$ cat src/rtl/mem_load_unit_pkg.sv
// Shared definitions for the load unit: access-size encodings, FSM state
// encoding and the request alignment check used at acceptance time.
package mem_load_unit_pkg;

  // Access size encodings carried on ld_size
  localparam logic [1:0] SZ_BYTE = 2'b00;
  localparam logic [1:0] SZ_HALF = 2'b01;
  localparam logic [1:0] SZ_WORD = 2'b10;

  // Load unit control states
  typedef enum logic [1:0] {
    ST_IDLE = 2'b00,
    ST_REQ  = 2'b01,
    ST_RESP = 2'b10
  } lsu_state_e;

  // Returns 1 when a request cannot be issued: a half on an odd byte, a word
  // not on a 4-byte boundary, or the reserved size code.
  function automatic logic is_misaligned(input logic [1:0] size,
                                         input logic [1:0] addr_lo);
    logic bad;
    case (size)
      SZ_BYTE: bad = 1'b0;
      SZ_HALF: bad = addr_lo[0];
      SZ_WORD: bad = (addr_lo != 2'b00);
      default: bad = 1'b1;
    endcase
    return bad;
  endfunction

endpackage

$ cat src/rtl/load_extract.sv
// Lane extraction and sign/zero extension of a little-endian read word.
// Purely combinational; the caller guarantees the lane is legal for the size.
module load_extract
  import mem_load_unit_pkg::*;
(
  input  logic [31:0] rdata,
  input  logic [1:0]  lane,
  input  logic [1:0]  size,
  input  logic        uns,
  output logic [31:0] data
);

  logic [7:0]  byte_s;
  logic [15:0] half_s;

  // Pick the addressed byte and half-word lanes out of the read word
  always_comb begin
    byte_s = 8'h00;
    half_s = 16'h0000;
    case (lane)
      2'b00:   byte_s = rdata[7:0];
      2'b01:   byte_s = rdata[15:8];
      2'b10:   byte_s = rdata[23:16];
      2'b11:   byte_s = rdata[31:24];
      default: byte_s = 8'h00;
    endcase
    if (lane[1]) begin
      half_s = rdata[31:16];
    end else begin
      half_s = rdata[15:0];
    end
  end

  // Widen the selected lane; words pass through regardless of uns
  always_comb begin
    data = 32'h0000_0000;
    case (size)
      SZ_BYTE: begin
        if (uns) begin
          data = {24'h00_0000, byte_s};
        end else begin
          data = {{24{byte_s[7]}}, byte_s};
        end
      end
      SZ_HALF: begin
        if (uns) begin
          data = {16'h0000, half_s};
        end else begin
          data = {{16{half_s[15]}}, half_s};
        end
      end
      SZ_WORD: data = rdata;
      default: data = 32'h0000_0000;
    endcase
  end

endmodule

$ cat src/rtl/mem_load_unit.sv
// Load unit: accepts one load, issues a word-aligned memory read with a
// req/ack handshake, extends the addressed lane and holds the result for
// writeback. One load in flight; misalignment and memory timeout are
// reported as single-cycle pulses.
module mem_load_unit
  import mem_load_unit_pkg::*;
#(
  parameter int DATA_W  = 32,
  parameter int REG_W   = 5,
  parameter int TIMEOUT = 16
) (
  input  logic              clk,
  input  logic              rst,
  input  logic              ld_valid,
  output logic              ld_ready,
  input  logic [DATA_W-1:0] ld_addr,
  input  logic [1:0]        ld_size,
  input  logic              ld_unsigned,
  input  logic [REG_W-1:0]  ld_rd,
  output logic              mem_req,
  output logic [DATA_W-1:0] mem_addr,
  input  logic              mem_ack,
  input  logic [DATA_W-1:0] mem_rdata,
  output logic              wb_valid,
  output logic [DATA_W-1:0] wb_data,
  output logic [REG_W-1:0]  wb_rd,
  input  logic              wb_ready,
  output logic              misalign_err,
  output logic              timeout_err
);

  localparam int CNT_W = $clog2(TIMEOUT);
  localparam logic [CNT_W-1:0] CNT_LAST = CNT_W'(TIMEOUT - 1);
  localparam logic [CNT_W-1:0] CNT_ONE  = CNT_W'(1);

  lsu_state_e state_r;
  lsu_state_e state_nxt_s;

  // Request attributes captured at acceptance
  logic [1:0]       size_r;
  logic [1:0]       lane_r;
  logic             uns_r;
  logic [REG_W-1:0] rd_r;
  logic [CNT_W-1:0] cnt_r;

  // Single-cycle control strobes decoded from the current state
  logic             accept_s;
  logic             issue_s;
  logic             misalign_s;
  logic             ack_s;
  logic             timeout_s;
  logic             done_s;
  logic [DATA_W-1:0] ext_data_s;

  // Requests are only taken while idle; this depends on state alone
  assign ld_ready = (state_r == ST_IDLE);

  load_extract u_extract (
    .rdata (mem_rdata),
    .lane  (lane_r),
    .size  (size_r),
    .uns   (uns_r),
    .data  (ext_data_s)
  );

  // Control state register
  always_ff @(posedge clk or posedge rst) begin
    if (rst) begin
      state_r <= ST_IDLE;
    end else begin
      state_r <= state_nxt_s;
    end
  end

  // Next-state decode and per-cycle control strobes
  always_comb begin
    state_nxt_s = state_r;
    accept_s    = 1'b0;
    issue_s     = 1'b0;
    misalign_s  = 1'b0;
    ack_s       = 1'b0;
    timeout_s   = 1'b0;
    done_s      = 1'b0;
    case (state_r)
      ST_IDLE: begin
        if (ld_valid) begin
          accept_s = 1'b1;
          if (is_misaligned(ld_size, ld_addr[1:0])) begin
            misalign_s  = 1'b1;
            state_nxt_s = ST_IDLE;
          end else begin
            issue_s     = 1'b1;
            state_nxt_s = ST_REQ;
          end
        end else begin
          state_nxt_s = ST_IDLE;
        end
      end
      ST_REQ: begin
        // An ack on the last permitted cycle still completes the load
        if (mem_ack) begin
          ack_s       = 1'b1;
          state_nxt_s = ST_RESP;
        end else if (cnt_r == CNT_LAST) begin
          timeout_s   = 1'b1;
          state_nxt_s = ST_IDLE;
        end else begin
          state_nxt_s = ST_REQ;
        end
      end
      ST_RESP: begin
        if (wb_ready) begin
          done_s      = 1'b1;
          state_nxt_s = ST_IDLE;
        end else begin
          state_nxt_s = ST_RESP;
        end
      end
      default: begin
        state_nxt_s = ST_IDLE;
      end
    endcase
  end

  // Capture request attributes when a load is taken
  always_ff @(posedge clk or posedge rst) begin
    if (rst) begin
      size_r <= SZ_BYTE;
      lane_r <= 2'b00;
      uns_r  <= 1'b0;
      rd_r   <= '0;
    end else if (accept_s) begin
      size_r <= ld_size;
      lane_r <= ld_addr[1:0];
      uns_r  <= ld_unsigned;
      rd_r   <= ld_rd;
    end
  end

  // Memory request, aligned address and wait-cycle counter
  always_ff @(posedge clk or posedge rst) begin
    if (rst) begin
      mem_req  <= 1'b0;
      mem_addr <= '0;
      cnt_r    <= '0;
    end else begin
      if (issue_s) begin
        mem_req  <= 1'b1;
        mem_addr <= {ld_addr[DATA_W-1:2], 2'b00};
        cnt_r    <= '0;
      end else if (ack_s || timeout_s) begin
        mem_req  <= 1'b0;
      end else if (state_r == ST_REQ) begin
        cnt_r    <= cnt_r + CNT_ONE;
      end
    end
  end

  // Writeback holding registers: loaded on ack, released on wb_ready
  always_ff @(posedge clk or posedge rst) begin
    if (rst) begin
      wb_valid <= 1'b0;
      wb_data  <= '0;
      wb_rd    <= '0;
    end else begin
      if (ack_s) begin
        wb_valid <= 1'b1;
        wb_data  <= ext_data_s;
        wb_rd    <= rd_r;
      end else if (done_s) begin
        wb_valid <= 1'b0;
      end
    end
  end

  // Error pulses, each high for exactly the cycle after the event
  always_ff @(posedge clk or posedge rst) begin
    if (rst) begin
      misalign_err <= 1'b0;
      timeout_err  <= 1'b0;
    end else begin
      misalign_err <= misalign_s;
      timeout_err  <= timeout_s;
    end
  end

endmodule
$ cat config.mk
export PLATFORM = sky130hd
export DESIGN_NAME = mem_load_unit
export DESIGN_NICKNAME = d
export VERILOG_FILES = /design/src/rtl/mem_load_unit_pkg.sv /design/src/rtl/load_extract.sv /design/src/rtl/mem_load_unit.sv
export SDC_FILE = /design/constraint.sdc
export NUM_CORES = 1
export LEC_CHECK = 0
export BUFFER_PORTS_ARGS = -buffer_cell sky130_fd_sc_hd__buf_2
export CAP_MARGIN = 0
export CORE_MARGIN = 2
export CORE_UTILIZATION = 30
export DETAILED_ROUTE_END_ITERATION = 8
export GPL_TIMING_DRIVEN = 0
export MAX_ROUTING_LAYER = met4
export PLACE_DENSITY_LB_ADDON = 0.12
export SLEW_MARGIN = 15
export SYNTH_ARGS = -nofsm -noshare
export SYNTH_HDL_FRONTEND = slang
export SYNTH_SLANG_ARGS = --single-unit
$ cat constraint.sdc
create_clock -name clk -period 4.95 [get_ports clk]
set_input_delay 0.495 -clock clk [delete_from_list [all_inputs] [get_ports clk]]
set_output_delay 0.495 -clock clk [all_outputs]
set_load 0.02 [all_outputs]
==> run_results.csv <==
group,metric,value,unit
final_layout,n_antenna_cell,0,
critical_path,path_class,"reg -> reg",
placement,numPortBuffers,148,
detailed_routing,vias,3058,
floorplan,die_w,118,um
floorplan,floorplan.initialDensity,0.309,
critical_path,r2r_start,"lane_r[1]$_DFFE_PP0P_",
final_layout,area_delta_synth_final,33.4,%
clocking,path_clk_slew,60,ps
status,status,"finished clean",
final_layout,nets,557,
sta,maxSlewHeadroom,0.611,
yosys,yosysWarnings,0,
detailed_routing,postRouteAntennaNets,0,
critical_path,max_stage_delay,350,ps
sta,post-route-worst-setup-slack,3250,ps
yosys,synth.largest_area_cell,"dfrtp_1",
sta,holdWs,177,ps
yosys,seq_area_frac_synth,0.554,
clocking,cts_sinks,87,
placement,dp_hpwl,7.64,mm
critical_path,worstPathArrival,1910,ps
detailed_routing,avgRoutedWirePerCell,15.7,um
grt,grt_pass1_wl,16.7,mm
clocking,cts_buffers,9,
critical_path,end_kind,"flop",
sta,setup_tns,0,ps
yosys,synth_common_cells,"dfrtp_1, nand2_1, nand3_1",
floorplan,num_io_pins,151,
sta,timing.fmax,0.588,GHz
critical_path,slowest_stage,"dfrtp_1",
run,maxCapViolations,0,
clocking,clockBufferDepth,2,
critical_path,crit_chain,"buf_4 -> mux2i_1 -> nand2_1 -> o2111ai_2 -> buf_2 -> nand3_1",
sta,clock_skew,5.81,ps
critical_path,start_kind,"flop",
final_layout,final_util,0.412,
clocking,clock_latency,340,ps
detailed_routing,routed_wl,10.3,mm
yosys,synth-edff-count,0,
detailed_routing,route.met2.wl,4.90,mm
clocking,cts_hold_buf,0,
detailed_routing,drtIter0Drc,172,
clocking,htreeDepth,3,
critical_path,path_buf_inv,2,
floorplan,die_y,118,um
critical_path,reg2reg_to,"wb_data[19]$_DFFE_PP0P_",
critical_path,cp_top_family,"buffers and inverters",
sta,tightest_slew,584,ps
power,power,3.26,mW
yosys,synthCells,318,
sta,finalCritPeriodShare,0.343,
clocking,post_cts_buffers,0,
clocking,cts_root_buffer,"clkbuf_16",
floorplan,core_area,12700,sq um
placement,gp_congestion,0.788,
yosys,avgSynthCellArea,12.4,sq um
detailed_routing,drc,0,
floorplan,die-area,14000,sq um
detailed_routing,drt-pass1-iter-count,4,
critical_path,regToRegSetupSlack,3250,ps
grt,grt_overflow,0,
floorplan,fp-row-count,41,
yosys,synth_top_area_share,0.554,
power,vdd_ir_drop_max,0.000227,V
placement,post-place-ws,3030,ps
critical_path,cp_max_fo,10,
detailed_routing,m1WireLength,4.66,mm
yosys,synth_ff_type,"dfrtp_1",
sta,hold_viol_final,0,
grt,grt_max_degree,54,
critical_path,required,5160,ps
power,power.leakage,2.61,nW
clocking,cts_tree,"yes",
grt,grt_pass1_vias,3162,
detailed_routing,top_layer,"met4",
critical_path,worst_r2r_path_depth,6,
yosys,synthTopCellsByArea,"dfrtp_1, mux2_4, mux2_2",
clocking,ctsResizeCount,0,
sta,rsz0062_at_grt,"no",
final_layout,drive_gt1_frac,0.512,
sta,layout_min_cycle_time,1700,ps
yosys,ys_ff_latch,87,
detailed_routing,via_per_inst,4.66,
yosys,ys_async_sr_fraction,1.00,
grt,gr-usage-all-layers,0.157,
sta,drv_slew,0,
detailed_routing,wl_met3,633,um
power,power_density,622,nW/um^2
grt,antenna_found_initial,0,
sta,setup_viol,0,
yosys,synth_area,3930,sq um
yosys,ys_types,47,
min_path,hold_path.class,"in -> async",
yosys,yosysMostFrequentCell,"dfrtp_1",
state kept, by name (all words and copies together), names as in the netlist:
register and cells:
uns_r 1, wb_rd 5, state_r 2, wb_data 32, cnt_r 4, mem_addr 30, lane_r 2, misalign_err 1
rd_r 5, wb_valid 1, mem_req 1, size_r 2, timeout_err 1
cells by family (layout without fill, tap and decap cells):
kind of cell,count (synthesis),count (layout),synth area share
other,1,2,0.000954
XOR/XNOR,1,1,0.00223
buffers and inverters,29,194,0.0442
AND/OR/NAND/NOR,103,103,0.127
AO/OA/AOI/OAI,47,47,0.106
flip-flops,87,87,0.554
adder cells (fa/ha/maj),1,1,0.00318
multiplexers,49,49,0.163
where the power goes:
part           internal [mW]  switching, mW
combinational          0.587          0.763
sequential              1.01          0.165
clock                  0.456          0.276
cell usage in the layout, fill, tap and decap left out, types with 3 or more instances in the layout:
cell | netlist | routed
buf_2 | 9 | 157
dfrtp_1 | 87 | 87
nand2_1 | 36 | 36
nand3_1 | 33 | 33
mux2_4 | 24 | 24
mux2_2 | 23 | 23
nor2_1 | 13 | 13
clkbuf_16 | 0 | 9
a22o_1 | 8 | 8
o221a_2 | 8 | 8
a32oi_1 | 7 | 7
a221o_1 | 7 | 7
buf_4 | 6 | 6
a21oi_1 | 5 | 5
clkbuf_1 | 3 | 4
buf_6 | 4 | 4
inv_1 | 5 | 4
nor2b_1 | 3 | 3
nand2b_1 | 3 | 3
o21ai_0 | 3 | 3
metal layers:
layer  vias up  track usage
li1       1464            -
met4         0       0.0446
met3        11       0.0439
met2        95        0.240
met1      1488        0.205
met5         -            -
per-stage QoR:
| step | cell area (sq um) | std cells |
|---|---|---|
| floorplan | 3940 | 319 |
| global placement | 4890 | 639 |
| detailed placement | 4920 | 640 |
| CTS | 5250 | 656 |
| global route | 5250 | 656 |
| finish | 5250 | 656 |
worst max path at each step:
stage	startpoint	endpoint	slack (ps)	cells past startpoint
floorplan	rst	cnt_r[0]$_DFFE_PP0P_	2200	1
global placement	rst	wb_data[5]$_DFFE_PP0P_	1000	2
detailed placement	ld_addr[0]	mem_addr[24]$_DFFE_PP0P_	3030	7
CTS	lane_r[1]$_DFFE_PP0P_	wb_data[29]$_DFFE_PP0P_	3240	6
global route	lane_r[1]$_DFFE_PP0P_	wb_data[18]$_DFFE_PP0P_	3110	6
finish	lane_r[1]$_DFFE_PP0P_	wb_data[19]$_DFFE_PP0P_	3250	6
layout make-up:
class | instances | area [sq um]
Clock inverter | 5 | 81.3
Multi-Input combinational cell | 203 | 1590
Timing Repair Buffer | 149 | 768
Clock buffer | 11 | 243
Inverter | 5 | 21.3
Fill cell | 1314 | 7480
Sequential cell | 87 | 2180
Buffer | 24 | 155
Tap cell | 172 | 215
Note: power is estimated with default switching activity, not from simulation.
